<file path="config.mk">
export PLATFORM = sky130hd
export DESIGN_NAME = ahb_apb_bridge_p_flat
export DESIGN_NICKNAME = d
export VERILOG_FILES = /design/src/rtl/ahb_apb_bridge_p_pkg.sv /design/src/rtl/ahb_apb_bridge_p_if.sv /design/src/rtl/ahb_apb_bridge_p_decode.sv /design/src/rtl/ahb_apb_bridge_p.sv /design/src/flat_wrapper.sv
export SDC_FILE = /design/constraint.sdc
export NUM_CORES = 1
export LEC_CHECK = 0
export CAP_MARGIN = 20
export CORE_MARGIN = 1.5
export CORE_UTILIZATION = 40
export DETAILED_ROUTE_END_ITERATION = 7
export DONT_BUFFER_PORTS = 1
export PLACE_DENSITY = 0.66
export SLEW_MARGIN = 20
export SYNTH_ARGS = -nofsm -noshare
export SYNTH_HDL_FRONTEND = slang
export SYNTH_SLANG_ARGS = --single-unit
</file>
<file path="constraint.sdc">
create_clock -name hclk -period 3.7 [get_ports hclk]
set_input_delay 0.74 -clock hclk [delete_from_list [all_inputs] [get_ports hclk]]
set_output_delay 0.74 -clock hclk [all_outputs]
set_load 0.1 [all_outputs]
</file>
<file path="src/rtl/ahb_apb_bridge_p_pkg.sv">
// Shared definitions for the AHB-Lite to APB bridge.
// Latency: n/a (types, constants and a constant function only).
// Backpressure: n/a.
//
// Contents: HTRANS and HRESP encodings, the bridge FSM state enum and a
// clog2 helper usable in localparam expressions.
package ahb_apb_pkg;

    localparam logic [1:0] HTRANS_IDLE   = 2'b00;
    localparam logic [1:0] HTRANS_BUSY   = 2'b01;
    localparam logic [1:0] HTRANS_NONSEQ = 2'b10;
    localparam logic [1:0] HTRANS_SEQ    = 2'b11;

    localparam logic [1:0] HRESP_OKAY  = 2'b00;
    localparam logic [1:0] HRESP_ERROR = 2'b01;

    typedef enum logic [2:0] {
        ST_IDLE   = 3'd0,
        ST_WDATA  = 3'd1,
        ST_SETUP  = 3'd2,
        ST_ACCESS = 3'd3,
        ST_ERR1   = 3'd4,
        ST_ERR2   = 3'd5
    } state_t;

    // Number of bits needed to hold values 0..value-1 (0 for value <= 1).
    function automatic int clog2(input int value);
        int result;
        int v;
        result = 0;
        v      = value - 1;
        for (int i = 0; i < 32; i++) begin
            if (v > 0) begin
                result = result + 1;
                v      = v >> 1;
            end
        end
        return result;
    endfunction

endpackage

</file>
<file path="src/rtl/ahb_apb_bridge_p_if.sv">
// Bus bundle for the bridge: AHB-Lite slave side plus the NSLV-wide APB side.
// Latency: n/a (wires only).
// Backpressure: carried by hready_in/hready_out on AHB and pready on APB.
//
// Ports (slave modport = bridge view):
//   in : htrans, hwrite, hready_in, haddr, hwdata, pr_data, pready, pslverr
//   out: hready_out, hres, hr_data, psel, penable, pwrite, paddr, pwdata
// The master modport is the mirror image, used by whatever drives the bridge.
interface ahb_apb_bridge_p_if #(
    parameter int ADDR_W = 32,
    parameter int DATA_W = 32,
    parameter int NSLV   = 3
);

    // AHB side
    logic [1:0]             htrans;
    logic                   hwrite;
    logic                   hready_in;
    logic [ADDR_W-1:0]      haddr;
    logic [DATA_W-1:0]      hwdata;
    logic                   hready_out;
    logic [1:0]             hres;
    logic [DATA_W-1:0]      hr_data;

    // APB side
    logic [NSLV-1:0]        psel;
    logic                   penable;
    logic                   pwrite;
    logic [ADDR_W-1:0]      paddr;
    logic [DATA_W-1:0]      pwdata;
    logic [NSLV*DATA_W-1:0] pr_data;
    logic [NSLV-1:0]        pready;
    logic [NSLV-1:0]        pslverr;

    modport slave (
        input  htrans, hwrite, hready_in, haddr, hwdata,
        input  pr_data, pready, pslverr,
        output hready_out, hres, hr_data,
        output psel, penable, pwrite, paddr, pwdata
    );

    modport master (
        output htrans, hwrite, hready_in, haddr, hwdata,
        output pr_data, pready, pslverr,
        input  hready_out, hres, hr_data,
        input  psel, penable, pwrite, paddr, pwdata
    );

endinterface

</file>
<file path="src/rtl/ahb_apb_bridge_p_decode.sv">
// Address decoder: maps an AHB address onto one of NSLV equal APB regions.
// Latency: combinational, zero cycles.
// Backpressure: none (pure function of the address).
//
// Ports:
//   addr_i : address to decode
//   hit_o  : address falls inside BASE_ADDR .. BASE_ADDR + NSLV<<SLV_SIZE_LOG2 - 1
//   idx_o  : slave index, valid only when hit_o is set
module apb_addr_decode
    import ahb_apb_pkg::*;
#(
    parameter int                ADDR_W        = 32,
    parameter int                NSLV          = 3,
    parameter logic [ADDR_W-1:0] BASE_ADDR     = 32'h8000_0000,
    parameter int                SLV_SIZE_LOG2 = 26,
    localparam int               IDX_W         = (NSLV > 1) ? clog2(NSLV) : 1
) (
    input  logic [ADDR_W-1:0] addr_i,
    output logic              hit_o,
    output logic [IDX_W-1:0]  idx_o
);

    // One extra bit so the total span cannot wrap when it equals 2**ADDR_W.
    localparam logic [ADDR_W:0] SPAN = (ADDR_W+1)'(NSLV) << SLV_SIZE_LOG2;

    logic [ADDR_W-1:0] offset;

    // Addresses below BASE_ADDR wrap to a huge offset and therefore miss.
    assign offset = addr_i - BASE_ADDR;
    assign hit_o  = ({1'b0, offset} < SPAN);
    assign idx_o  = IDX_W'(offset >> SLV_SIZE_LOG2);

endmodule

</file>
<file path="src/rtl/ahb_apb_bridge_p.sv">
// AHB-Lite slave that forwards each transfer to one of NSLV APB slaves.
// Latency: read 2 wait states, write 3, plus one per pready-low ACCESS cycle.
// Backpressure: hready_out low while an APB cycle or ERROR is in flight.
//
// Ports:
//   hclk, hreset : clock, synchronous active-high reset
//   bus (slave)  : AHB htrans/hwrite/hready_in/haddr/hwdata in,
//                  hready_out/hres/hr_data out; APB psel/penable/pwrite/
//                  paddr/pwdata out, pr_data/pready/pslverr in.
module ahb_apb_bridge_p
    import ahb_apb_pkg::*;
#(
    parameter int                ADDR_W        = 32,
    parameter int                DATA_W        = 32,
    parameter int                NSLV          = 3,
    parameter logic [ADDR_W-1:0] BASE_ADDR     = 32'h8000_0000,
    parameter int                SLV_SIZE_LOG2 = 26,
    parameter int                TIMEOUT       = 0
) (
    input  logic               hclk,
    input  logic               hreset,
    ahb_apb_bridge_p_if.slave  bus
);

    localparam int IDX_W = (NSLV > 1) ? clog2(NSLV) : 1;
    localparam int TO_W  = (clog2(TIMEOUT + 1) > 0) ? clog2(TIMEOUT + 1) : 1;

    state_t               state_q, state_d;
    logic [IDX_W-1:0]     idx_q, idx_d;
    logic [TO_W-1:0]      cnt_q, cnt_d;

    // Registered outputs; their _d values are decoded from the next state.
    logic                 hready_q, hready_d;
    logic [1:0]           hres_q, hres_d;
    logic [NSLV-1:0]      psel_q, psel_d;
    logic                 penable_q, penable_d;

    logic [ADDR_W-1:0]    paddr_q;
    logic                 pwrite_q;
    logic [DATA_W-1:0]    pwdata_q;
    logic [DATA_W-1:0]    hr_data_q;

    logic                 dec_hit;
    logic [IDX_W-1:0]     dec_idx;
    logic                 accept;
    logic                 sel_ready;
    logic                 sel_err;
    logic                 timeout_hit;

    apb_addr_decode #(
        .ADDR_W        (ADDR_W),
        .NSLV          (NSLV),
        .BASE_ADDR     (BASE_ADDR),
        .SLV_SIZE_LOG2 (SLV_SIZE_LOG2)
    ) u_decode (
        .addr_i (bus.haddr),
        .hit_o  (dec_hit),
        .idx_o  (dec_idx)
    );

    // hready_q is high only in IDLE and ERR2, so acceptance is implicitly
    // limited to those two states.
    assign accept = bus.hready_in && hready_q &&
                    ((bus.htrans == HTRANS_NONSEQ) || (bus.htrans == HTRANS_SEQ));

    // Only the selected slave's handshake is looked at.
    assign sel_ready = bus.pready[idx_q];
    assign sel_err   = bus.pslverr[idx_q];

    // cnt_q counts completed pready-low ACCESS cycles, so the abort fires
    // during the TIMEOUT-th such cycle. pready high always wins.
    assign timeout_hit = (TIMEOUT != 0) && !sel_ready &&
                         ((32'(cnt_q) + 32'd1) == 32'(TIMEOUT));

    // ---------------- state register (with registered outputs) ----------
    always_ff @(posedge hclk) begin
        if (hreset) begin
            state_q   <= ST_IDLE;
            idx_q     <= '0;
            hready_q  <= 1'b1;
            hres_q    <= HRESP_OKAY;
            psel_q    <= '0;
            penable_q <= 1'b0;
        end else begin
            state_q   <= state_d;
            idx_q     <= idx_d;
            hready_q  <= hready_d;
            hres_q    <= hres_d;
            psel_q    <= psel_d;
            penable_q <= penable_d;
        end
    end

    // ---------------- next-state logic -----------------------------------
    always_comb begin
        state_d = state_q;
        idx_d   = idx_q;
        case (state_q)
            ST_IDLE, ST_ERR2: begin
                if (accept) begin
                    if (!dec_hit) begin
                        state_d = ST_ERR1;
                    end else begin
                        idx_d   = dec_idx;
                        state_d = bus.hwrite ? ST_WDATA : ST_SETUP;
                    end
                end else begin
                    state_d = ST_IDLE;
                end
            end
            ST_WDATA:  state_d = ST_SETUP;
            ST_SETUP:  state_d = ST_ACCESS;
            ST_ACCESS: begin
                if (sel_ready) begin
                    state_d = sel_err ? ST_ERR1 : ST_IDLE;
                end else if (timeout_hit) begin
                    state_d = ST_ERR1;
                end
            end
            ST_ERR1:   state_d = ST_ERR2;
            default:   state_d = ST_IDLE;
        endcase
    end

    // ---------------- output decode (of the next state) ------------------
    always_comb begin
        hready_d  = 1'b1;
        hres_d    = HRESP_OKAY;
        psel_d    = '0;
        penable_d = 1'b0;
        case (state_d)
            ST_WDATA: begin
                hready_d = 1'b0;
            end
            ST_SETUP: begin
                hready_d = 1'b0;
                psel_d   = NSLV'(1) << idx_d;
            end
            ST_ACCESS: begin
                hready_d  = 1'b0;
                psel_d    = NSLV'(1) << idx_d;
                penable_d = 1'b1;
            end
            ST_ERR1: begin
                hready_d = 1'b0;
                hres_d   = HRESP_ERROR;
            end
            ST_ERR2: begin
                hres_d = HRESP_ERROR;
            end
            default: begin
                hready_d = 1'b1;
            end
        endcase
    end

    // ---------------- timeout counter ------------------------------------
    always_comb begin
        cnt_d = cnt_q;
        if (state_q != ST_ACCESS) begin
            cnt_d = '0;
        end else if (!sel_ready) begin
            cnt_d = cnt_q + TO_W'(1);
        end
    end

    // ---------------- datapath -------------------------------------------
    // APB address/direction only change for transfers that reach APB, so a
    // decode miss leaves the previous values on the bus.
    always_ff @(posedge hclk) begin
        if (hreset) begin
            cnt_q     <= '0;
            paddr_q   <= '0;
            pwrite_q  <= 1'b0;
            pwdata_q  <= '0;
            hr_data_q <= '0;
        end else begin
            cnt_q <= cnt_d;
            if (accept && dec_hit) begin
                paddr_q  <= bus.haddr;
                pwrite_q <= bus.hwrite;
            end
            if (state_q == ST_WDATA) begin
                pwdata_q <= bus.hwdata;
            end
            if ((state_q == ST_ACCESS) && sel_ready && !sel_err && !pwrite_q) begin
                hr_data_q <= bus.pr_data[int'(idx_q)*DATA_W +: DATA_W];
            end
        end
    end

    assign bus.hready_out = hready_q;
    assign bus.hres       = hres_q;
    assign bus.hr_data    = hr_data_q;
    assign bus.psel       = psel_q;
    assign bus.penable    = penable_q;
    assign bus.pwrite     = pwrite_q;
    assign bus.paddr      = paddr_q;
    assign bus.pwdata     = pwdata_q;

endmodule
</file>
<file path="src/flat_wrapper.sv">
// flat-port wrapper written by rule: the top's interface ports become plain ports
module ahb_apb_bridge_p_flat import ahb_apb_pkg::*;
#(
    parameter int                ADDR_W        = 32,
    parameter int                DATA_W        = 32,
    parameter int                NSLV          = 3,
    parameter logic [ADDR_W-1:0] BASE_ADDR     = 32'h8000_0000,
    parameter int                SLV_SIZE_LOG2 = 26,
    parameter int                TIMEOUT       = 0
)
  (hclk, hreset, bus_htrans, bus_hwrite, bus_hready_in, bus_haddr, bus_hwdata, bus_pr_data, bus_pready, bus_pslverr, bus_hready_out, bus_hres, bus_hr_data, bus_psel, bus_penable, bus_pwrite, bus_paddr, bus_pwdata);
  ahb_apb_bridge_p_if #(.ADDR_W(ADDR_W), .DATA_W(DATA_W), .NSLV(NSLV)) bus_i ();
  input  logic hclk;
  input  logic hreset;
  input wire logic [$bits(bus_i.htrans)-1:0] bus_htrans;
  input wire logic [$bits(bus_i.hwrite)-1:0] bus_hwrite;
  input wire logic [$bits(bus_i.hready_in)-1:0] bus_hready_in;
  input wire logic [$bits(bus_i.haddr)-1:0] bus_haddr;
  input wire logic [$bits(bus_i.hwdata)-1:0] bus_hwdata;
  input wire logic [$bits(bus_i.pr_data)-1:0] bus_pr_data;
  input wire logic [$bits(bus_i.pready)-1:0] bus_pready;
  input wire logic [$bits(bus_i.pslverr)-1:0] bus_pslverr;
  output wire logic [$bits(bus_i.hready_out)-1:0] bus_hready_out;
  output wire logic [$bits(bus_i.hres)-1:0] bus_hres;
  output wire logic [$bits(bus_i.hr_data)-1:0] bus_hr_data;
  output wire logic [$bits(bus_i.psel)-1:0] bus_psel;
  output wire logic [$bits(bus_i.penable)-1:0] bus_penable;
  output wire logic [$bits(bus_i.pwrite)-1:0] bus_pwrite;
  output wire logic [$bits(bus_i.paddr)-1:0] bus_paddr;
  output wire logic [$bits(bus_i.pwdata)-1:0] bus_pwdata;
  assign bus_i.htrans = bus_htrans;
  assign bus_i.hwrite = bus_hwrite;
  assign bus_i.hready_in = bus_hready_in;
  assign bus_i.haddr = bus_haddr;
  assign bus_i.hwdata = bus_hwdata;
  assign bus_i.pr_data = bus_pr_data;
  assign bus_i.pready = bus_pready;
  assign bus_i.pslverr = bus_pslverr;
  assign bus_hready_out = bus_i.hready_out;
  assign bus_hres = bus_i.hres;
  assign bus_hr_data = bus_i.hr_data;
  assign bus_psel = bus_i.psel;
  assign bus_penable = bus_i.penable;
  assign bus_pwrite = bus_i.pwrite;
  assign bus_paddr = bus_i.paddr;
  assign bus_pwdata = bus_i.pwdata;
  ahb_apb_bridge_p #(.ADDR_W(ADDR_W), .DATA_W(DATA_W), .NSLV(NSLV), .BASE_ADDR(BASE_ADDR), .SLV_SIZE_LOG2(SLV_SIZE_LOG2), .TIMEOUT(TIMEOUT)) u_core (.hclk(hclk), .hreset(hreset), .bus(bus_i));
endmodule
</file>
=== Word-level counts from Yosys, hierarchy flattened ===
Cells that the tools add are included.

* Register bits: 109

* Muxes and demuxes: 16
* Equality and inequality tests: 12
* Bitwise gates (word level): 1
* Reductions and logical operators: 15
* Magnitude comparators: 2
* Add/subtract/negate cells: 1
* Shifts and indexed selects: 2

{| class="wikitable"
|+ Operators with widths
! kind !! count
|-
| 96-bit by 8-bit indexed part select with 32-bit output || 1
|-
| 32-bit by 28-bit < comparator with 1-bit output, second input constant || 1
|-
| 32-bit subtractor, second input constant || 1
|-
| 3-bit one-hot mux with 5 select lines || 1
|-
| 3-bit by 2-bit equality test with 1-bit output, second input constant || 4
|-
| 3-bit equality test, second input constant || 4
|-
| 3-bit 2-to-1 mux || 4
|-
| 2-bit 2-to-1 mux || 4
|-
| 2-bit OR reduction || 4
|-
| 3-bit by 1-bit equality test with 1-bit output, second input constant || 2
|-
| 1-bit logical AND || 6
|-
| 1-bit 2-to-1 mux || 5
|-
| 1-bit binary-select mux with 2-bit select || 2
|-
| 2-bit equality test, second input constant || 2
|-
| 4-bit OR reduction || 1
|-
| 3-bit zero test || 1
|-
| 2-bit by 3-bit < comparator with 1-bit output, second input constant || 1
|-
| 1-bit by 2-bit << shifter with 3-bit output, first input constant || 1
|-
| 1-bit zero test || 2
|-
| 1-bit logical OR || 1
|-
| 1-bit NOT || 1
|}

=== Longest topological paths before layout ===
Gate-level depths: netlist of run 1.

* Depth after elaboration: 9
* Gate-level depth with buffers: 7
* Mapped depth without buffers: 5

=== By module ===
A second synthesis of run 1 with hierarchy kept.

* Cells, all modules: 569
* Area, all modules: 4713.3 µm²

{| class="wikitable"
|+ By module, submodules not included
! module !! area an instance (µm²) !! cells each !! times used !! seq. area each (µm²)
|-
| ahb_apb_bridge_p || 4683.2 || 565 || 1 || 2162.1
|-
| apb_addr_decode || 30.0 || 4 || 1 || 0.0
|}

=== Least setup slack after synthesis of run 1 ===
OpenSTA, ideal clock, no wires.

* Kind: input-to-reg
* Start point: input bus_haddr[28]
* End point: register u_core.psel_q[2] (netlist: u_core.bus.psel[2])
* Cell stages on the path: 6
* Slack: 875 ps
* Required time: 3630 ps
* Path buffers: 1
* Setup time: 70 ps
* Data arrival time: 2756 ps
* Path through: or4b_4 > or3_4 > or4_1 > buf_4 > or3b_1 > a21oi_1

* Longest elaborated chain between the ends: 9

{| class="wikitable"
|+ Ends and longest elaborated chain
! what !! line !! RTL
|-
| start: declaration || flat_wrapper.sv:18 || <nowiki>input wire logic [$bits(bus_i.haddr)-1:0] bus_haddr;</nowiki>
|-
| 32-bit subtractor * || ahb_apb_bridge_p_decode.sv:29 || <nowiki>assign offset = addr_i - BASE_ADDR;</nowiki>
|-
| 32-bit by 28-bit < comparator with 1-bit output * || ahb_apb_bridge_p_decode.sv:30 || <nowiki>assign hit_o = ({1'b0, offset} < SPAN);</nowiki>
|-
| 3-bit 2-to-1 mux || ahb_apb_bridge_p.sv:101 || <nowiki>if (!dec_hit) begin</nowiki>
|-
| 3-bit 2-to-1 mux || ahb_apb_bridge_p.sv:100 || <nowiki>if (accept) begin</nowiki>
|-
| 3-bit one-hot mux with 5 select lines || ahb_apb_bridge_p.sv:98 || <nowiki>case (state_q)</nowiki>
|-
| 3-bit by 2-bit equality test with 1-bit output || ahb_apb_bridge_p.sv:131 || <nowiki>case (state_d)</nowiki>
|-
| 2-bit OR reduction (no source line) || n/a ||
|-
| 1-bit NOT (no source line) || n/a ||
|-
| 2-bit OR reduction (no source line) || n/a ||
|-
| end signal: assignment || ahb_apb_bridge_p.sv:89 || <nowiki>psel_q <= psel_d;</nowiki>
|-
| end: declaration || ahb_apb_bridge_p.sv:35 || <nowiki>logic [NSLV-1:0] psel_q, psel_d;</nowiki>
|}

Every way passes the cells marked *; elsewhere a longest branch is shown, timed or not.
A chain may end at the register's enable or synchronous reset.

=== Worst setup path after layout of run 1 ===
* Start point: input bus_haddr[28]
* End point: register u_core.psel_q[1] (netlist: u_core.bus.psel[1])

The elaborated chain is that of the path after synthesis.

==> results of run 1 <==
-- power groups by stage --
stage | Sequential [mW] | Combinational [mW] | Clock, mW
6_report | 1.43 | 0.162 | 1.08
5_1_grt | 1.43 | 0.180 | 1.15
4_1_cts | 1.43 | 0.162 | 1.11
2_1_floorplan | 1.46 | 0.134 | 0
3_3_place_gp | 1.45 | 0.155 | 0
3_5_place_dp | 1.45 | 0.163 | 0
-- through the flow --
step                hold slack, ns  util (%)
floorplan                   0.6161         -
global placement            0.6644     42.06
detailed placement          0.6803     42.06
CTS                         0.4419     45.21
global route                0.4418     45.27
finish                      0.4596     45.27
-- cell type report --
type | instances | area [µm²]
Fill cell | 1108 | 5984
Multi-Input combinational cell | 401 | 2208
Sequential cell | 108 | 2163
Clock buffer | 11 | 252.7
Tap cell | 140 | 175.2
Clock inverter | 5 | 91.34
Timing Repair Buffer | 7 | 52.55
Inverter | 2 | 7.507
-- per-layer routing --
layer / track usage (%) / routed length, µm / vias to the layer above
met5: 0 / 0 / -
met4: 9.833 / 276 / 0
met3: 5.572 / 1212 / 21
met2: 31.72 / 5742 / 190
met1: 18.97 / 4271 / 1686
li1: - / - / 1796
-- sequential cells by signal (all words and copies together), names as in the netlist --
signal and cells:
u_core.bus.paddr 32, u_core.bus.pwdata 32, u_core.bus.hr_data 32, u_core.bus.hres 1
u_core.bus.hready_out 1, u_core.bus.penable 1, u_core.state_q 3, u_core.idx_q 2
u_core.bus.pwrite 1, u_core.bus.psel 3
-- worst max-delay path: cells and delay by family --
family | cells | cell delay (ns)
AOI/OAI and AO/OA | 1 | 0.14
and+or+nand+nor | 4 | 2.17
-- cells in the mapped netlist (all sizes together) (2+ instances only) --
| cell | count |
|---|---|
| a21oi | 64 |
| clkbuf | 36 |
| nor2b | 5 |
| inv | 2 |
| nor3b | 3 |
| or3b | 2 |
| buf | 8 |
| nor2 | 41 |
| dfxtp | 108 |
| nand2 | 158 |
| or3 | 3 |
| nor3 | 2 |
| o21ai | 32 |
| nand3 | 2 |
| o21bai | 2 |
| mux2i | 68 |
-- final timing paths --
path	startpoint	end	slack, ns	depth (start not counted)
min	hreset	u_core.bus.paddr[22]	0.46	1
min reg2reg	u_core.idx_q[1]	u_core.bus.psel[2]	0.69	2
max	bus_haddr[28]	u_core.bus.psel[1]	0.92	5
max reg2reg	u_core.bus.hready_out	u_core.bus.psel[1]	1.12	6
-- cell families after synthesis --
group / share of synthesized area, %
buffers and inverters: 4.027
multiplexers: 15.01
AND/OR/NAND/NOR: 20.33
adder cells (fa/ha/maj): 0.2207
other: 0.08268
AO/OA/AOI/OAI: 12.66
flip-flops: 47.67
==> summary.md, run 1 <==
| Metric | Value |
|---|---|
| Core area | `10940 µm²` |
| Worst EP arrival | `just over 3 ns` |
| Vias in the first global route | `around 3300` |
| Clock transition at path regs | `approximately 0.070 ns` |
| Sequential power share | `between 50% and 60%` |
| Slew HR | `approximately a third` |
| TritonCTS clock tree | `built` |
| Row cnt | `38` |
| Internal | `~1.9 mW` |
| Final std cells w/o fill | `between 600 and 700` |
| Crit-path max FO | `30` |
| Critical path's largest stage delay | `0.67 ns` |
| Gate Count Post-Synth | `~560` |
| Slowest CP cell | `or4_1` |
| Routed WL | `between 10000 and 15000 µm` |
| DR vias | `3693` |
| Final Cell Area | `between 4000 and 5000 µm²` |
| Num CTS Buffers | `9` |
| Critical-path cell list | `or4b_4, or3_4, or4_1, or3b_1, a21oi_1` |
| DR DRC count | `0` |
| Total die area | `about 12000 µm²` |
| Global-route wire length before repair | `16430 µm` |
| Ports | `between 200 and 300` |
| Die width | `109.5 µm` |
| Final RePlAce weighted congestion | `0.7554` |
| Layout area overhead | `9.159%` |
| Antenna Nets Post-Route | `0` |
| Combinational share of power | `6.1%` |
| Clk root buf | `clkbuf_16` |
| Sequential share of the synthesized area | `47.67%` |
| Place WS | `around 0.56 ns` |
| Hold WC Path Type | `input port to flop` |
| H-tree depth | `3` |
| CTS Hold Bufs | `0` |
| EDFF count, synth | `0` |
| Post-synthesis register bit count | `108` |
| Buffer depth of the longest clock path | `2` |
| Synth cell types | `38` |
| Crit end category | `flop` |
| Max Clock Freq | `roughly 360 MHz` |
| Final HPWL DP | `slightly above 8000 µm` |
| Min Tclk post-route | `approximately 2.8 ns` |
| Nets | `roughly 700` |
| Die Height | `around 110 µm` |
| Setup crit start kind | `input port` |
| Most used DFF post-synth | `dfxtp_1` |
| Critical path type | `input port to flop` |
| Ys async rst share | `0%` |
| Gr ovfl total | `0` |
| Overall Power | `roughly 2.7 mW` |
| Top cell type by total area after synthesis | `dfxtp_1` |
| Setup TNS Final | `0 ns` |
| Port-buffer cells | `0` |
| Switch Pwr | `0.7706 mW` |
| MaxCap Viol Count | `0` |
| Most common cell after layout, fill and taps aside | `nand2_1` |
| Main area contributors after synthesis | `dfxtp_1 (48%), mux2i_1 (15%), nand2_1 (13%), a21oi_1 (7.1%), o21ai_0 (3.5%)` |
| Synth top area share | `a little under half` |
| Layout cell share with drive strength beyond 1 | `5.805%` |
| Finish-stage setup viols | `0` |
| First-pass DRT Iterations | `4` |
| Gr usage total | `between 10% and 20%` |
| Worst-margin pin slew | `slightly above 1 ns` |
| Endpoints failing hold | `0` |
| Clk_skew | `around 0.0044 ns` |
| Post-CTS Setup Inserts | `0` |
| Sink Count | `108` |
| Clock Latency Late Sink | `about 0.34 ns` |
| Maximum vdd drop | `0.2592 mV` |
| Avg Synthesized Cell Area | `about 8.2 µm²` |
| Largest net degree at the start of global routing | `~110` |
| Inst Count DP | `around 660` |
| Fin. max-slew vios | `0` |
| Status | `finished, final reports clean` |
| Avg WL per Cell | `approximately 17 µm` |
| Cell Pwr Density | `about 540 nW/µm²` |
| Required @ worst endpoint | `approximately 4.0 ns` |
| Static leakage | `~1.8 nW` |
| Starting Density | `about 41%` |
| Synth warn | `0` |
| Initial antenna violation count | `0` |
| Clock network fraction of design power | `a little over 40%` |
| Antenna Cells | `0` |
| Area post-placement | `~4600 µm²` |
| RSZ-0062 raised after global routing | `no` |
| Initial detailed-routing violation count | `between 150 and 200` |
| Cell Area, Synth | `~4500 µm²` |
| PnR worst setup slack | `approximately 0.9 ns` |
| Commonest non-fill, non-tap cells in the layout | `nand2_1 (158), dfxtp_1 (107), mux2i_1 (68)` |
| Tcrit/Tclk final | `approximately three quarters` |
| Post-CTS sizing | `0` |
| Via density | `5.479` |
| Syn nets | `between 700 and 800` |
| Sw frac | `28.88%` |
Note: power is estimated with default switching activity, not from simulation.
==> run 2: changes to the inputs <==
==> constraint.sdc (replaced) <==
create_clock -name hclk -period 2.7 [get_ports hclk]
set_input_delay 0.54 -clock hclk [delete_from_list [all_inputs] [get_ports hclk]]
set_output_delay 0.54 -clock hclk [all_outputs]
set_load 0.1 [all_outputs]
==> summary.md, run 2 (synthesized netlist as in run 1, its figures left out) <==
| Metric | Value |
|---|---|
| Global-route wire length before repair | `17200 µm (+4.7%)` |
| Gr ovfl total | `0 (unchanged)` |
| Gr usage total | `18.87% (+0.90 points)` |
| Layout area overhead | `17.85%` |
| Fin. max-slew vios | `0 (unchanged)` |
| Clock transition at path regs | `0.07 ns (about the same)` |
| Sink Count | `108 (unchanged)` |
| Ports | `276 (unchanged)` |
| Crit end category | `flop` |
| Buffer depth of the longest clock path | `2 (unchanged)` |
| Most common cell after layout, fill and taps aside | `nand2_1` |
| Crit-path max FO | `4 (-87%)` |
| Worst-margin pin slew | `0.9978 ns (-0.01615 ns)` |
| Final RePlAce weighted congestion | `0.7283 (-3.6%)` |
| RSZ-0062 raised after global routing | `no` |
| Initial antenna violation count | `0 (unchanged)` |
| Critical path type | `input port to flop` |
| WP buf/inv | `0 (unchanged)` |
| Post-CTS Setup Inserts | `0 (unchanged)` |
| Routed WL | `12050 µm (+4.8%)` |
| Final HPWL DP | `8583 µm (+5.6%)` |
| Avg WL per Cell | `16.46 µm (-3.5%)` |
| Fillers | `1052 (-5.1%)` |
| Tcrit/Tclk final | `84.42%` |
| Area of the multi-input gates | `2201 µm² (-0.34%)` |
| DR DRC count | `0 (unchanged)` |
| H-tree depth | `3 (unchanged)` |
| TritonCTS clock tree | `built` |
| Setup crit start kind | `input port` |
| Clock Latency Late Sink | `0.34 ns (about the same)` |
| Row cnt | `38 (unchanged)` |
| Clk_skew | `0.008399 ns (+0.004040 ns)` |
| Endpoints failing hold | `0 (unchanged)` |
| Num CTS Buffers | `9 (unchanged)` |
| Largest net degree at the start of global routing | `105 (unchanged)` |
| DR vias | `3879 (+5.0%)` |
| Layout cell share with drive strength beyond 1 | `14.86% (+9.1 points)` |
| Clk root buf | `clkbuf_16` |
| Largest delay contributor family on the critical path | `simple AND/OR/NAND/NOR gates` |
| Register area | `2163 µm² (unchanged)` |
| Via density | `5.299 (-3.3%)` |
| Maximum vdd drop | `0.4199 mV (+62%)` |
| Critical-path cell list | `or4b_4, or3_4, or4_1, or3b_1, a21oi_1` |
| Die width | `109.5 µm (unchanged)` |
| Commonest non-fill, non-tap cells in the layout | `nand2_1 (158), dfxtp_1 (107), mux2i_1 (68)` |
| MaxCap Viol Count | `0 (unchanged)` |
| Port-buffer cells | `0 (unchanged)` |
| Status | `finished, final reports clean` |
| Worst EP arrival | `2.55 ns (-0.50 ns)` |
| Required @ worst endpoint | `2.97 ns (-1.01 ns)` |
| CTS Hold Bufs | `0 (unchanged)` |
| Antenna Nets Post-Route | `0 (unchanged)` |
| Core area | `10940 µm² (unchanged)` |
| Initial detailed-routing violation count | `285 (+55%)` |
| Nets | `759 (+8.3%)` |
| Setup TNS Final | `0 ns (unchanged)` |
| First-pass DRT Iterations | `4 (unchanged)` |
| Cell Pwr Density | `667.3 nW/µm² (+24%)` |
| Critical path's largest stage delay | `0.54 ns (-0.13 ns)` |
| Min Tclk post-route | `2.279 ns` |
| Max Clock Freq | `about 440 MHz` |
| Die Height | `109.5 µm (unchanged)` |
| Hold WC Path Type | `input port to flop` |
| Static leakage | `2.111 nW (+16%)` |
| Post-CTS sizing | `0 (unchanged)` |
| Slowest CP cell | `or4b_4` |
| Total die area | `11990 µm² (unchanged)` |
| Antenna Cells | `0 (unchanged)` |
| Finish-stage setup viols | `0 (unchanged)` |
| Vias in the first global route | `3585 (+7.5%)` |
| Starting Density | `41.48% (unchanged)` |
| Slew HR | `33.39% (+1.1 points)` |
| Overall Power | `3.567 mW (+34%)` |
[run 2: cell types whose count changed in the layout (fill, tap and decap cells not counted), sizes merged]
cell      previous run  this run
clkinvlp             0         2
clkbuf              11        10
bufinv               2         1
buf                  7        65
[run 2: through the flow]
step	cells	cell area [µm²]	worst slack (ns)	util, %	hold WS, ns
after floorplan	555	4536	0.02030	-	0.6161
after global placement	716	5035	0.1177	46.04	0.4424
after detailed placement	716	5035	0.07035	46.04	0.4437
after CTS	732	5345	0.4338	48.88	0.2458
after global routing	732	5345	0.3838	48.88	0.2391
final	732	5345	0.4207	48.88	0.2587
[run 2: final timing paths]
path                                               end                  from  slack (ns)  cells after the start
worst min register to register    u_core.bus.pwdata[9]  u_core.bus.pwdata[9]        0.45                      2
worst max register to register  u_core.bus.hr_data[15]       u_core.idx_q[1]        0.66                      6
worst min-delay path             u_core.bus.pwdata[10]                hreset        0.26                      1
worst max-delay path                u_core.bus.psel[1]         bus_haddr[28]        0.42                      5
[run 2: layout make-up]
cell class,count,area share [%]
clock inverter,6,1.334
clock buffer,10,4.471
tap,140,3.277
timing repair buffer,65,9.129
inverter,2,0.1404
sequential,108,40.47
multi-input combinational,401,41.18
[run 2: where the power goes]
group | internal, mW | switching (mW) | leakage [nW]
logic | 0.108 | 0.294 | 1.09
registers | 1.64 | 0.169 | 0.872
clock network | 0.753 | 0.602 | 0.146
total | 2.50 | 1.07 | 2.11
[run 2: per-layer routing]
metal / vias up / global-route usage, % / part of all wire (%)
met5: - / 0 / 0
met4: 0 / 8.627 / 1.6
met3: 15 / 6.639 / 9.9
met2: 183 / 34.25 / 50
met1: 1772 / 19.34 / 38
li1: 1909 / - / -
==> edit 1: new RTL, settings of run 1 <==
Re-encode `state_t` (6 states) as one-hot, 6 bits wide.
--- a/src/rtl/ahb_apb_bridge_p_pkg.sv
+++ b/src/rtl/ahb_apb_bridge_p_pkg.sv
@@ -15,11 +15,11 @@
     localparam logic [1:0] HRESP_ERROR = 2'b01;
 
-    typedef enum logic [2:0] {
-        ST_IDLE   = 3'd0,
-        ST_WDATA  = 3'd1,
-        ST_SETUP  = 3'd2,
-        ST_ACCESS = 3'd3,
-        ST_ERR1   = 3'd4,
-        ST_ERR2   = 3'd5
+    typedef enum logic [5:0] {
+        ST_IDLE   = 6'b000001,
+        ST_WDATA  = 6'b000010,
+        ST_SETUP  = 6'b000100,
+        ST_ACCESS = 6'b001000,
+        ST_ERR1   = 6'b010000,
+        ST_ERR2   = 6'b100000
     } state_t;
 
Check against the original RTL: no difference found for any inputs over 4 cycles, from zero or initial values and one cycle with hreset high; so few cycles prove little.
==> edit 1 against run 1 <==
- sequential share of layout area decreased by 0.56 points
- worst setup slack improved by 0.44 ns
- register-to-register slack better by 0.24 ns
- routed wire length increased by 4.9%
- via count increased by 3.2%
- final cell count up 2.2%
- core utilization decreased by 0.89 points
- critical endpoint is now u_core.bus.hr_data[4]
- final area rose by 4.1%
- area after synthesis rose by 6.5%
- critical path type is now register to register
- fmax up 19%
- sequential cell count up 3
Power is not compared: it rests on default switching activity, and its combinational part moved more than twofold at a synthesized area within 25%.
==> edit 1: results (changes against run 1) <==
set qor(status) {finished, final reports clean} ;# unchanged
set qor(worst-path-max-fanout) 64 ;# was 30
set qor(antenna_found_initial) 0 ;# unchanged
set qor(worst_path_dominant_cell_family) {buffers and inverters} ;# was simple AND/OR/NAND/NOR gates
set qor(slowest_delay_ns) 0.60 ;# was 0.67 ns
set qor(number_of_buffers_inserted_during_clock_tree_synthesis) 9 ;# unchanged
set qor(pin_count_of_the_biggest_net_entering_global_routing) 108 ;# was 105
set qor(dp_cells) 673 ;# was 658
set qor(cts_post_setup_buffers_inserted) 0 ;# unchanged
set qor(groute.usage.overall) 0.1869 ;# was 0.1797
set qor(num-nets-final) 713 ;# was 701
set qor(netlist_top_cells_count) {127 x sky130_fd_sc_hd__nand2_1, 111 x sky130_fd_sc_hd__dfxtp_1, 96 x sky130_fd_sc_hd__a21oi_1} ;# was 158 x sky130_fd_sc_hd__nand2_1, 108 x sky130_fd_sc_hd__dfxtp_1, 68 x sky130_fd_sc_hd__mux2i_1
set qor(finalClockSkew_ns) 0.008740 ;# was 0.004359 ns
set qor(worst_hold_path_type) {primary input to register} ;# unchanged
set qor(detailed_place_hpwl_mm) 8.667 ;# was 8.125 mm
set qor(crit_arrival_ns) 2.60 ;# was 3.05 ns
set qor(static-leakage-power_nw) 1.604
set qor(timing.slew.headroom) 0.2707 ;# was 0.3231
set qor(preCtsSetupSlack_ns) 1.122 ;# was 0.5642 ns
set qor(diodes) 0 ;# unchanged
set qor(synth.net_count) 738 ;# was 727
set qor(postRouteWirelength_mm) 12.06 ;# was 11.50 mm
set qor(final-instance-count-excl-fill) 689 ;# was 674
set qor(drive_above_1_share) 0.1374 ;# was 0.05805
set qor(place.gp.congestion) 0.7837 ;# was 0.7554
set qor(grt_pass1_wl_mm) 18.82 ;# was 16.43 mm
set qor(average_cell_area_after_synthesis_um2) 8.531 ;# was 8.172 µm²
set qor(synth_cell_type_count) 42 ;# was 38
set qor(first_global_vias) 3678 ;# was 3,334
set qor(first_iter_violations) 230 ;# was 184
set qor(ys_seq_area_frac) 0.4602 ;# was 0.4767
set qor(synth.area.top_cells) {sky130_fd_sc_hd__dfxtp_1 46%, sky130_fd_sc_hd__a21oi_1 10%, sky130_fd_sc_hd__nand2_1 9.9%, sky130_fd_sc_hd__mux2i_1 7.5%, sky130_fd_sc_hd__a211oi_2 7.3%} ;# was sky130_fd_sc_hd__dfxtp_1 48%, sky130_fd_sc_hd__mux2i_1 15%, sky130_fd_sc_hd__nand2_1 13%, sky130_fd_sc_hd__a21oi_1 7.1%, sky130_fd_sc_hd__o21ai_0 3.5%
set qor(vias_per_inst) 5.530 ;# was 5.479
==> edit 1: cell count changes after synthesis, moves of 5 or more <==
cell                       delta
sky130_fd_sc_hd__a21oi_1     +32
sky130_fd_sc_hd__mux2i_1     -32
sky130_fd_sc_hd__nand2_1     -31
sky130_fd_sc_hd__o21ai_0     -31
sky130_fd_sc_hd__a211oi_2    +28
sky130_fd_sc_hd__nor2_1      +26
sky130_fd_sc_hd__clkbuf_1    -10
sky130_fd_sc_hd__nor2_2      +10
sky130_fd_sc_hd__buf_2        +5
sky130_fd_sc_hd__buf_6        +5
==> edit 1: cell families after synthesis <==
logic type             after synthesis  synth area share
AO/OA/AOI/OAI                      139            0.1964
multiplexers                        38           0.07930
XOR/XNOR                             2          0.003629
buffers and inverters               47           0.05234
other                                1         0.0007767
AND/OR/NAND/NOR                    228            0.2073
flip-flops                         111            0.4602
==> edit 1: stage by stage <==
| stage | power (mW) | utilization | area (µm²) |
|---|---|---|---|
| 2_1_floorplan | 1.337 | - | 4828 |
| 3_3_place_gp | 1.328 | 0.4180 | 4855 |
| 3_5_place_dp | 1.331 | 0.4180 | 4855 |
| 4_1_cts | 2.299 | 0.4439 | 5155 |
| 5_1_grt | 2.358 | 0.4439 | 5155 |
| 6_report | 2.263 | 0.4439 | 5155 |
==> edit 1: final cells by class <==
type                       count  area, µm²
fill                        1139       6459
clock buffer                  11      252.7
inverter                       2      7.507
sequential                   111       2223
tap                          143      178.9
timing repair buffer           9      80.08
clock inverter                 5      47.55
multi-input combinational    408       2365
==> edit 1: routing by layer <==
metal  track usage  vias to the layer above  routed length [µm]
li1              -                     1866                   -
met1        0.1946                     1725                4382
met2        0.3289                      200                6078
met3       0.07338                       19                1291
met4       0.09333                        0                 312
met5             0                        -                   0
==> edit 1: worst paths after layout <==
path	start	end	slack (ns)
worst min register to register	u_core.state_q[4]	u_core.state_q[5]	0.55
worst max-delay path	u_core.idx_q[1]	u_core.bus.hr_data[4]	1.36
worst min-delay path	hreset	u_core.bus.hr_data[8]	0.46
worst max register to register	u_core.idx_q[1]	u_core.bus.hr_data[4]	1.36
==> edit 1: power by group through the flow <==
stage | Combinational (mW) | Sequential, mW | Clock (mW)
after floorplan | 0.0841 | 1.25 | 0
after global placement | 0.0752 | 1.25 | 0
after detailed placement | 0.0778 | 1.25 | 0
after CTS | 0.0778 | 1.23 | 0.996
after global routing | 0.0880 | 1.23 | 1.04
final | 0.0771 | 1.23 | 0.961
==> edit 2: new RTL, config.mk and constraints of run 1 <==
Made on the original files. `NSLV` is set to 3 in 4 places; all go to 2.
--- a/src/rtl/ahb_apb_bridge_p_if.sv
+++ b/src/rtl/ahb_apb_bridge_p_if.sv
@@ -10,5 +10,5 @@
     parameter int ADDR_W = 32,
     parameter int DATA_W = 32,
-    parameter int NSLV   = 3
+    parameter int NSLV   = 2
 );
 
--- a/src/rtl/ahb_apb_bridge_p_decode.sv
+++ b/src/rtl/ahb_apb_bridge_p_decode.sv
@@ -11,5 +11,5 @@
 #(
     parameter int                ADDR_W        = 32,
-    parameter int                NSLV          = 3,
+    parameter int                NSLV          = 2,
     parameter logic [ADDR_W-1:0] BASE_ADDR     = 32'h8000_0000,
     parameter int                SLV_SIZE_LOG2 = 26,
--- a/src/rtl/ahb_apb_bridge_p.sv
+++ b/src/rtl/ahb_apb_bridge_p.sv
@@ -13,5 +13,5 @@
     parameter int                ADDR_W        = 32,
     parameter int                DATA_W        = 32,
-    parameter int                NSLV          = 3,
+    parameter int                NSLV          = 2,
     parameter logic [ADDR_W-1:0] BASE_ADDR     = 32'h8000_0000,
     parameter int                SLV_SIZE_LOG2 = 26,
--- a/src/flat_wrapper.sv
+++ b/src/flat_wrapper.sv
@@ -4,5 +4,5 @@
     parameter int                ADDR_W        = 32,
     parameter int                DATA_W        = 32,
-    parameter int                NSLV          = 3,
+    parameter int                NSLV          = 2,
     parameter logic [ADDR_W-1:0] BASE_ADDR     = 32'h8000_0000,
     parameter int                SLV_SIZE_LOG2 = 26,
Ports: changed (resized bus_pr_data, bus_pready, bus_psel and bus_pslverr); port bits go from 276 to 241. The function was not compared with the original's and may differ.
==> edit 2 against run 1 <==
- synthesized cell count is 16% lower
- final cell count is 13% lower
- routed wire length is 17% lower
- core utilization is 2.0 points lower
- power is 7.5% higher
- highest routed layer unchanged
- sequential power is 23% higher
- largest power group unchanged
- worst setup slack better by 0.31 ns
- area after synthesis is 6.5% lower
- sequential cell count is 2 lower
- final area is 9.7% lower
- first-iteration DRC count is 16% lower
==> edit 2: results (changes against run 1) <==
set qor(status) {finished, final reports clean} ;# unchanged
set qor(netlist_instances) 466 ;# was 555
set qor(synth_mux_area_frac) 0.08380 ;# was 0.1501
set qor(netlist_top_cells_count) {122 x sky130_fd_sc_hd__nand2_1, 106 x sky130_fd_sc_hd__dfxtp_1, 60 x sky130_fd_sc_hd__a21oi_1} ;# was 158 x sky130_fd_sc_hd__nand2_1, 108 x sky130_fd_sc_hd__dfxtp_1, 68 x sky130_fd_sc_hd__mux2i_1
set qor(synth_compound_area_frac) 0.1806 ;# was 0.1266
set qor(cts_root_buffer) {sky130_fd_sc_hd__clkbuf_8} ;# was sky130_fd_sc_hd__clkbuf_16
set qor(cpMaxStageDelayCell) {sky130_fd_sc_hd__and4bb_2} ;# was sky130_fd_sc_hd__or4_1
set qor(fillCellCount) 1005 ;# was 1,108
set qor(synth_cell_type_count) 35 ;# was 38
set qor(slowest_delay_ns) 0.74 ;# was 0.67 ns
set qor(place.gp.congestion) 0.7500 ;# was 0.7554
set qor(globalRouteMet1Util) 0.1843 ;# was 0.1897
set qor(multi_input_comb_area_um2) 1904 ;# was 2208 µm²
set qor(final-instance-count-excl-fill) 584 ;# was 674
set qor(drive_above_1_share) 0.1250 ;# was 0.05805
set qor(finalClockSkew_ns) 0.008161 ;# was 0.004359 ns
set qor(yosys.area_share.adder) 0 ;# was 0.002207
set qor(ys_seq_area_frac) 0.5004 ;# was 0.4767
set qor(grt_use_met3) 0.06928 ;# was 0.05572
set qor(grt_pass1_wl_mm) 14.52 ;# was 16.43 mm
set qor(preCtsSetupSlack_ns) 1.189 ;# was 0.5642 ns
set qor(vias_per_inst) 5.334 ;# was 5.479
set qor(ir_worst_vdd_v) 0.0003757 ;# was 0.0002592 V
set qor(synth-xor-area-share) 0.004131 ;# was 0
set qor(synth.area.top_cells) {sky130_fd_sc_hd__dfxtp_1 50%, sky130_fd_sc_hd__nand2_1 11%, sky130_fd_sc_hd__a211oi_2 9.4%, sky130_fd_sc_hd__mux2i_1 8.0%, sky130_fd_sc_hd__a21oi_1 7.1%} ;# was sky130_fd_sc_hd__dfxtp_1 48%, sky130_fd_sc_hd__mux2i_1 15%, sky130_fd_sc_hd__nand2_1 13%, sky130_fd_sc_hd__a21oi_1 7.1%, sky130_fd_sc_hd__o21ai_0 3.5%
set qor(crit_arrival_ns) 2.74 ;# was 3.05 ns
set qor(first_global_vias) 2909 ;# was 3,334
set qor(synth.net_count) 604 ;# was 727
set qor(groute.usage.overall) 0.1653 ;# was 0.1797
set qor(postRouteWirelength_mm) 9.533 ;# was 11.50 mm
set qor(worst-path-max-fanout) 38 ;# was 30
set qor(worst_tran_pin_value_ns) 1.031 ;# was 1.014 ns
set qor(first_iter_violations) 154 ;# was 184
set qor(static-leakage-power_nw) 1.350 ;# was 1.824 nW
set qor(insertion_delay_ns) 0.36 ;# was 0.34 ns
set qor(detailed_place_hpwl_mm) 6.785 ;# was 8.125 mm
set qor(dpl_cell_area_um2) 4250 ;# was 4599 µm²
## edit 2: worst paths after layout
| kind | start | to | slack, ns | depth (start not counted) |
|---|---|---|---|---|
| min reg2reg | u_core.state_q[2] | u_core.bus.hready_out | 0.70 | 1 |
| min | hreset | u_core.bus.hr_data[2] | 0.44 | 1 |
| max reg2reg | u_core.idx_q | u_core.bus.hr_data[18] | 1.23 | 5 |
| max | u_core.idx_q | u_core.bus.hr_data[18] | 1.23 | 5 |
## edit 2: final cells by class
type | count | area share
tap | 136 | 0.03806
sequential | 106 | 0.4750
clock inverter | 4 | 0.01651
timing repair buffer | 5 | 0.01120
multi-input combinational | 320 | 0.4260
clock buffer | 12 | 0.03247
inverter | 1 | 0.0008396
## edit 2: critical path, delay by kind of cell (launching register included)
| family | cells | cell delay, ns |
|---|---|---|
| DFF | 1 | 0.65 |
| buffers and inverters | 1 | 0.30 |
| AOI/OAI and AO/OA | 1 | 0.23 |
| and+or+nand+nor | 2 | 0.82 |
| muxes | 1 | 0.37 |
## edit 2: per-layer routing
layer  vias to the layer above  wire (µm)
met5                         -          0
met4                         0        176
met3                        14       1063
met2                       160       4598
met1                      1426       3694
li1                       1515          -
## edit 2: power breakdown
part	switching (mW)	internal [mW]
Combinational	0.210	0.110
Sequential	0.544	1.22
Clock	0.383	0.402
Total	1.14	1.73
## edit 2: kinds of logic (layout without fill, tap and decap cells)
logic type / count (synthesis) / after routing
AO/OA/AOI/OAI: 100 / 100
multiplexers: 35 / 35
buffers and inverters: 40 / 22
AND/OR/NAND/NOR: 182 / 182
XOR/XNOR: 2 / 2
flip-flops: 106 / 106
other: 1 / 1
